File: src/rtl/hazard_scoreboard.sv
// hazard_scoreboard: RAW hazard interlock tracking in-flight register writes between ID and WB
//   params : DEPTH (in-flight stages, sb[0]=EX .. sb[DEPTH-1]=WB), REG_AW (reg address width),
//            KILL (youngest in-flight entries dropped on flush)
//   inputs : clk, rst (sync, active high), id_valid, id_rs/id_rt + *_used, id_wr_en, id_wr_addr,
//            id_is_load, hold (freeze), flush (redirect)
//   outputs: stall (combinational), pending (any entry valid), stall_cycles (saturating count)
//   macro  : HAZARD_FWD_EN -- only a load sitting in sb[0] interlocks; all else is forwarded
module hazard_scoreboard #(
  parameter int DEPTH  = 3,
  parameter int REG_AW = 5,
  parameter int KILL   = 1
) (
  input  logic              clk,
  input  logic              rst,
  input  logic              id_valid,
  input  logic [REG_AW-1:0] id_rs,
  input  logic [REG_AW-1:0] id_rt,
  input  logic              id_rs_used,
  input  logic              id_rt_used,
  input  logic              id_wr_en,
  input  logic [REG_AW-1:0] id_wr_addr,
  input  logic              id_is_load,
  input  logic              hold,
  input  logic              flush,
  output logic              stall,
  output logic              pending,
  output logic [15:0]       stall_cycles
);
  logic [DEPTH-1:0]  r_valid, r_load, w_hit, w_elig;
  logic [REG_AW-1:0] r_addr [DEPTH];
  logic [15:0]       r_cnt;
  logic              w_ins, w_unused;
`ifdef HAZARD_FWD_EN
  assign w_elig = DEPTH'(r_load[0]);
`else
  assign w_elig = '1;
`endif
  assign w_unused = ^r_load;
  always_comb begin
    w_hit = '0;
    for (int i = 0; i < DEPTH; i++)
      w_hit[i] = r_valid[i] && w_elig[i] &&
                 ((id_rs_used && id_rs != '0 && r_addr[i] == id_rs) ||
                  (id_rt_used && id_rt != '0 && r_addr[i] == id_rt));
  end
  assign stall        = id_valid && !flush && |w_hit;
  assign w_ins        = id_valid && id_wr_en && id_wr_addr != '0 && !stall && !flush;
  assign pending      = |r_valid;
  assign stall_cycles = r_cnt;
  // flush drops the KILL youngest in-flight entries as they move one stage on
  always_ff @(posedge clk) begin
    if (rst) begin
      r_valid <= '0;
      r_cnt   <= '0;
    end else if (!hold) begin
      r_valid[0] <= w_ins;
      r_addr[0]  <= id_wr_addr;
      r_load[0]  <= id_is_load;
      for (int i = 1; i < DEPTH; i++) begin
        r_valid[i] <= r_valid[i-1] && !(flush && i <= KILL);
        r_addr[i]  <= r_addr[i-1];
        r_load[i]  <= r_load[i-1];
      end
      if (stall && r_cnt != 16'hFFFF) r_cnt <= r_cnt + 16'd1;
    end
  end
endmodule

File: config.mk
export PLATFORM = sky130hd
export DESIGN_NAME = hazard_scoreboard
export DESIGN_NICKNAME = d
export VERILOG_FILES = /design/src/rtl/hazard_scoreboard.sv
export SDC_FILE = /design/constraint.sdc
export NUM_CORES = 1
export LEC_CHECK = 0
export ABC_AREA = 1
export ABC_CLOCK_PERIOD_IN_PS = 2400
export CORE_MARGIN = 3
export CORE_UTILIZATION = 51
export DETAILED_ROUTE_END_ITERATION = 6
export GPL_TIMING_DRIVEN = 1
export PLACE_DENSITY = 0.79
export SETUP_SLACK_MARGIN = 0.5
export SYNTH_ARGS = -nofsm -noshare
export SYNTH_HDL_FRONTEND = slang
export SYNTH_SLANG_ARGS = --single-unit
export TNS_END_PERCENT = 50
File: constraint.sdc
create_clock -name clk -period 2.4 [get_ports clk]
set_clock_uncertainty 0.05 [all_clocks]
set_input_delay 0.6 -clock clk [delete_from_list [all_inputs] [get_ports clk]]
set_output_delay 0.6 -clock clk [all_outputs]
set_load 0.05 [all_outputs]
# After elaboration in Yosys (flattened, before gate mapping)

Memory sizes are Yosys's and may differ from the RTL's.
Index checks and enable logic that the tools add are counted.

Register bits: 19
Bits in writable memories: 15
Input port bits: 24
Output and inout port bits: 18
Word-level logic and storage cells: 45
Memories kept: 1

Memory list:

| memory | depth | bits a word | rd ports | clocked after Yosys merged registers in | write ports | RTL line | text |
|---|---|---|---|---|---|---|---|
| r_addr | 3     | 5           | 3        | 0                                       | 3           | 30       | `logic [REG_AW-1:0] r_addr [DEPTH];` |

$add $sub $neg: 1
Equal/unequal tests: 7
Mux-type cells: 3
Bitwise logic cells: 1
Reductions and logical operators: 30

Operators by type and width:

| operator              | number |
|---|---|
| $eq 5x5->1            | 6 |
| $logic_and 1x1->1     | 19 |
| $add 16x1->16 const B | 1 |
| $ne 16x16->1 const B  | 1 |
| $reduce_bool 5->1     | 3 |
| $reduce_or 3->1       | 2 |
| $logic_or 1x1->1      | 3 |
| $mux 1                | 3 |
| $logic_not 1->1       | 2 |
| $reduce_and 2->1      | 1 |
| $not 1->1             | 1 |

# Longest topological paths before layout

Gate-level depths: netlist (run 1).

Word-level depth: 10
Mapped depth: 15
Mapped depth without buffers: 14

# Worst setup path before layout (run 1)

No wires, ideal clock.

Kind: in2out
Start: input port id_rt[4]
End: output port stall
Data arrival time: 1867 ps
Required time: 1750 ps
Path slack: -117 ps
Stages on the path: 9
Path buffers: 1
Path through: or2_2 -> a21oi_1 -> nand3_1 -> nand2_1 -> nand2_1 -> nand3_1 -> buf_2 -> nand2_1 -> inv_1

Cells in the longest elaborated chain, start to end: 7
Elaborated cells on any way between the ends: 16
Classes of those cells: 3 x eq/ne; 13 x reduce/logical

RTL lines:

| item                           | RTL line | text |
|---|---|---|
| from (decl)                    | 17       | `input logic [REG_AW-1:0] id_rt,` |
| $reduce_bool 5->1              | 44       | `(id_rt_used && id_rt != '0 && r_addr[i] == id_rt));` |
| $logic_and 1x1->1 (2 in a row) | 44       |  |
| $logic_or 1x1->1               | 43       | `((id_rs_used && id_rs != '0 && r_addr[i] == id_rs) \|\|` |
| $logic_and 1x1->1              | 42       | `w_hit[i] = r_valid[i] && w_elig[i] &&` |
| $reduce_or 3->1 (*)            | 46       | `assign stall = id_valid && !flush && \|w_hit;` |
| $logic_and 1x1->1 (*)          | 46       |  |
| to (decl)                      | 25       | `output logic stall,` |

Mark *: on every way between the ends. The rest lies on a longest branch, timed or not.

==> run_results.csv, run 1 <==
group,metric,value,unit
routing,viasPerCell,5.23,
global_routing,grt_overflow,0,
cells_and_area,diodes,0,
critical_path,start_kind,"flop",
timing,relSlewSlack,0.660,
power_and_ir_drop,p_per_area,414,nW/um^2
routing,wl,5140,um
timing,period_minus_slack,2340,ps
critical_path,ff2ff_setup_slack,420,ps
synth,synth_nets,294,
floorplanning,initial_utilization,0.548,
critical_path,worstPathRequired,1750,ps
synth,synth.distinct_cells,28,
clocking,cts_tree,"built",
floorplanning,rows,22,
routing,vias,1986,
clocking,insertion_delay,280,ps
placed_design,placed_cells,358,
min_path,min_from,"r_valid[2]",
timing,setup_viol,0,
placed_design,io_buffer_count,40,
floorplanning,fp.dieW,69.6,um
critical_path,reg2reg_depth,13,
cells_and_area,seq_area,845,um^2
routing,drt-pass1-iter-count,4,
routing,ant_nets,0,
min_path,whs_endpoint,"r_valid[2]",
run,drv_cap,0,
clocking,cts.path.max_buffers,2,
timing,rsz0062_at_grt,"true",
clocking,postCtsHoldBufs,0,
timing,worst_pin_slew,510,ps
routing,route.detailed.wl_per_inst,13.5,um
clocking,numCtsBuffers,5,
cells_and_area,multi_input_area,1210,um^2
global_routing,grt_usage,0.215,
synth,ys_warn_count,0,
critical_path,critPathArrivalTime,1690,ps
floorplanning,coreArea,3770,um^2
timing,slew_viol_final,0,
timing,holdWs,473,ps
clocking,clk_pin_slew,70,ps
critical_path,r2r_start,"r_addr[0][4]",
cells_and_area,area_delta_synth_final,42.3,%
routing,drt_iter0_drc,173,
critical_path,critical_path_class,"reg2out",
routing,drc,0,
synth,synth-seq-cells,34,
clocking,clkSinkCount,34,
placed_design,gp_congestion,0.842,
power_and_ir_drop,p_total,1.22,mW
critical_path,end_kind,"output pin",
global_routing,grt_pass1_vias,1977,
clocking,htreeDepth,2,
synth,syn_area,2070,um^2
run_status,status,"complete, no violations",
cells_and_area,drive_gt1_frac,0.256,
timing,period_share,0.976,
placed_design,place_hpwl,3450,um
critical_path,timing.rr.end,"stall_cycles[7]",
timing,hold_viol_final,0,
floorplanning,die_h,69.6,um
synth,ys_seq_area_frac,0.402,
power_and_ir_drop,ir_worst_vdd,0.240,mV
floorplanning,ios,42,
synth,syn_area_per_cell,7.68,um^2
global_routing,grt_antenna_before_repair,0,
critical_path,crit_path_max_fanout,3,
cells_and_area,fillers,271,
min_path,hold_path_class,"reg2reg",
cells_and_area,finalNetCount,356,
timing,fmax,427,MHz
power_and_ir_drop,leakagePower,1.50,nW
floorplanning,dieArea,4850,um^2
synth,synth_cells,269,
cells_and_area,instances_no_fill,380,
min_path,hold_depth,2,
clocking,clockRootBuffer,"clkbuf_8",
global_routing,grt_max_degree,18,
global_routing,grt_first_pass_wirelength,8630,um
## Yosys cell counts
master    instances  area, um^2
inv_1            42         158
nor3_4            1        16.3
o32ai_1           1        8.76
nand3_2           1        10.0
nand3b_1          1        7.51
nor2_2            1        6.26
edfxtp_1         15         450
o22ai_1           2        12.5
nand3_4           1        17.5
or2_4             1        8.76
dfxtp_1          19         380
buf_2             1        5.00
nor3_1            6        30.0
nand4_1          10        62.6
nand3_1          12        60.1
nand4_4           1        21.3
or2_2             3        18.8
xnor2_1          12         105
o21bai_1          9        67.6
xor2_1           19         166
buf_8             1        15.0
nor4_1            4        25.0
nor2_1           43         161
clkbuf_1          3        11.3
a21oi_1           3        15.0
ha_1              1        12.5
nand2_2           1        6.26
nand2_1          55         206
## logic make-up (layout without fill, tap and decap cells)
kind of cell             after synthesis  count (layout)  synth area share
AO/OA/AOI/OAI                         15              15            0.0503
XOR/XNOR                              31              31             0.131
adder cells (fa/ha/maj)                1               1           0.00606
buffers and inverters                 47             107            0.0915
flip-flops                            34              34             0.402
AND/OR/NAND/NOR                      141             144             0.319
## sequential cells by signal, indices dropped and copies added (netlist names)
register and count:
r_addr 15, r_valid 3, stall_cycles 16
## worst max path at each step
| stage | from | end | slack, ps |
|---|---|---|---|
| 6_report | r_addr[0][4] | stall | 60 |
| 5_1_grt | r_addr[0][9] | stall | -30 |
| 4_1_cts | id_rt[1] | stall | 60 |
| 3_5_place_dp | id_rt[0] | stall | -430 |
| 3_3_place_gp | id_rs[1] | stall | -390 |
| 2_1_floorplan | id_rt[2] | stall | 170 |
## area by class of cell
class	count	area share
repair buffers	57	0.194
multi-input cells	191	0.413
well taps	48	0.0204
flip-flops and latches	34	0.287
clock buffers	8	0.0307
inverters	42	0.0549
## worst max-delay path, cell delays in order (launching register included)
cell,delay [ps]
edfxtp_1,440
xnor2_1,220
nand2_1,90
nor2_1,100
nand2_1,70
nand2_2,70
nand2_2,60
nand3_2,90
nand2_4,50
clkinvlp_4,90
buf_12,130
## stage by stage
stage	util	setup TNS, ps	setup slack [ps]	area [um^2]
after floorplan	-	0	172	2140
after global placement	0.694	-3880	-389	2620
after detailed placement	0.694	-4270	-434	2620
after CTS	0.749	0	60.2	2830
after global routing	0.779	-27.7	-27.7	2940
final	0.779	0	58.4	2940
## per-layer routing
metal,track usage,share of wire,vias up
li1,-,-,987
met1,0.263,0.42,912
met2,0.372,0.51,74
met3,0.0406,0.051,13
met4,0.0830,0.018,0
met5,0,0,-
## repair_timing
item,in CTS,in global routing
buffers inserted,7,4
endpoints found under the setup margin,35,34
pin swaps,27,34
gates cloned,3,0
resized for setup,68,39
## placed cells by master, fill, tap and decap left out, types with 6 or more instances in the layout
master	count
nor2_1	37
nand2_2	8
dfxtp_1	12
nand4_1	10
nor3_1	6
xnor2_1	11
o21bai_1	9
inv_1	37
nand2_1	46
edfxtp_1	15
clkdlybuf4s50_1	10
nand3_1	8
buf_4	20
clkbuf_8	6
xor2_1	19
dlymetal6s2s_1	15
## power breakdown
| group | switching (mW) | leakage, nW | internal [mW] |
|---|---|---|---|
| Sequential | 0.0112 | 0.298 | 0.615 |
| Clock | 0.202 | 0.0455 | 0.234 |
| Combinational | 0.0816 | 1.16 | 0.0739 |
| Total | 0.295 | 1.50 | 0.923 |
(Power assumes the default switching activity.)
==> run 2, diff against run 1 <==
--- a/config.mk
+++ b/config.mk
@@ -7,11 +7,12 @@
 export LEC_CHECK = 0
 export ABC_AREA = 1
 export ABC_CLOCK_PERIOD_IN_PS = 2400
+export CAP_MARGIN = 20
 export CORE_MARGIN = 3
-export CORE_UTILIZATION = 51
+export CORE_UTILIZATION = 45
 export DETAILED_ROUTE_END_ITERATION = 6
 export GPL_TIMING_DRIVEN = 1
-export PLACE_DENSITY = 0.79
+export PLACE_DENSITY = 0.71
 export SETUP_SLACK_MARGIN = 0.5
 export SYNTH_ARGS = -nofsm -noshare
 export SYNTH_HDL_FRONTEND = slang
==> run 2 against run 1 <==
Effect of this change:
- via count decreased by 2.5%
- first-iteration DRC count decreased by 35%
- clock power increased by 18%
- critical path type unchanged
- routed wire length decreased by 3.1%
- utilization decreased by 11 points
- maximum frequency decreased by 0.98%
- die area increased by 12%
- design area decreased by 0.51%
- clock-buffer cell count unchanged
==> run_results.csv, run 2 (synthesis gave the netlist of run 1 again) <==
group,metric,value,unit
routing,vias,1937,
clocking,htreeDepth,2,
global_routing,grt_usage,0.200,
critical_path,cp_slowest_cell,"edfxtp_1",
critical_path,crit_buf_inv,2,
clocking,cts_tree,"built",
floorplanning,dieArea,5440,um^2
clocking,cts.path.max_buffers,2,
cells_and_area,largest_register_ffs,16,
timing,setup_slack,35.1,ps
run_status,status,"complete, no violations",
floorplanning,coreArea,4380,um^2
min_path,hold_path_class,"reg2reg",
cells_and_area,area_delta_synth_final,41.6,%
timing,relSlewSlack,0.660,
min_path,hold_depth,0,
global_routing,grt_first_pass_wirelength,8240,um
timing,setup_viol,0,
placed_design,gp_congestion,0.932,
clocking,numCtsBuffers,5,
power_and_ir_drop,leakagePower,1.51,nW
floorplanning,initial_utilization,0.471,
timing,period_share,0.985,
timing,rsz0062_at_grt,"true",
timing,holdWs,468,ps
cells_and_area,final_cell_mix,"nand2_1, inv_1, nor2_1",
routing,ant_nets,0,
routing,drt-pass1-iter-count,4,
critical_path,end_kind,"output pin",
floorplanning,die_h,73.8,um
floorplanning,ios,42,
global_routing,grt_antenna_before_repair,0,
critical_path,critical_path_class,"reg2out",
routing,wl,4990,um
routing,viasPerCell,5.08,
clocking,clockRootBuffer,"clkbuf_8",
global_routing,grt_pass1_vias,1840,
clocking,insertion_delay,300,ps
clocking,clkSinkCount,34,
clocking,clk_pin_slew,80,ps
power_and_ir_drop,p_total,1.29,mW
cells_and_area,drive_gt1_frac,0.246,
placed_design,io_buffer_count,40,
power_and_ir_drop,p_per_area,442,nW/um^2
timing,fmax,423,MHz
cells_and_area,finalNetCount,353,
critical_path,path_depth,9,
critical_path,crit_chain,"or2_4, a21oi_2, nand3_2, nand2_1, nand2_2, nand3_4, nand2_4, clkinvlp_4, buf_12",
critical_path,max_stage_delay,420,ps
run,drv_cap,0,
routing,route.detailed.wl_per_inst,13.1,um
placed_design,place_hpwl,3430,um
routing,drc,0,
timing,setup-tns-final,0,ps
critical_path,start_kind,"flop",
critical_path,crit_path_max_fanout,3,
critical_path,reg2reg_depth,13,
placed_design,dp_slack,-459,ps
critical_path,worstPathRequired,1750,ps
clocking,postCtsHoldBufs,0,
cells_and_area,final_common_cell,"nand2_1",
global_routing,grt_max_degree,18,
cells_and_area,fillers,365,
floorplanning,rows,24,
timing,worst_pin_slew,509,ps
timing,slew_viol_final,0,
cells_and_area,diodes,0,
routing,drt_iter0_drc,113,
floorplanning,fp.dieW,73.8,um
critical_path,critPathArrivalTime,1710,ps
timing,period_minus_slack,2360,ps
global_routing,grt_overflow,0,
timing,hold_viol_final,0,
power_and_ir_drop,ir_worst_vdd,0.283,mV
critical_path,cp_top_family,"simple AND/OR/NAND/NOR gates",
cells_and_area,post-route-util,0.667,
==> run 2: path summary, 6_finish.rpt <==
check | start | endpoint | slack, ps
setup / recovery | r_addr[0][9] | stall | 40
hold reg to reg | r_addr[0][8] | r_addr[0][13] | 470
setup reg to reg | r_addr[0][9] | stall_cycles[8] | 350
hold / removal | r_addr[0][8] | r_addr[0][13] | 470
==> run 2: metrics by stage <==
| step | instances | instance area (um^2) |
|---|---|---|
| 2_1_floorplan | 269 | 2140 |
| 3_3_place_gp | 362 | 2620 |
| 3_5_place_dp | 362 | 2620 |
| 4_1_cts | 379 | 2830 |
| 5_1_grt | 381 | 2920 |
| 6_report | 381 | 2920 |
==> run 2: timing repair <==
action	4_1_cts	5_1_grt
resized for setup	65	34
endpoints found under the setup margin	35	34
pin swaps	22	36
gates cloned	3	0
buffers inserted	6	2
==> run 2: final cells by class <==
cell class,instances,area (um^2),share of cell area
Multi-Input combinational cell,191,1220,0.417
Timing Repair Buffer,54,523,0.179
Inverter,42,161,0.0552
Tap cell,52,65.1,0.0223
Sequential cell,34,845,0.289
Clock buffer,8,111,0.0381
==> run 2: power breakdown <==
group | switching [mW] | internal, mW
sequential | 0.0108 | 0.615
combinational | 0.0803 | 0.0723
clock | 0.217 | 0.297
==> run 2: routing by layer <==
| metal | global-route usage | vias up | wire, um |
|---|---|---|---|
| met3 | 0.0492 | 8 | 211 |
| li1 | - | 987 | - |
| met5 | 0 | - | 0 |
| met2 | 0.334 | 44 | 2550 |
| met4 | 0.0946 | 0 | 95 |
| met1 | 0.240 | 898 | 2130 |
==> run 2: worst register-to-register path, delay by kind of cell (launching register included) <==
kind	cells	cell delay, ps
and+or+nand+nor	7	730
buffers and inverters	4	470
DFF	1	420
AOI/OAI and AO/OA	2	270
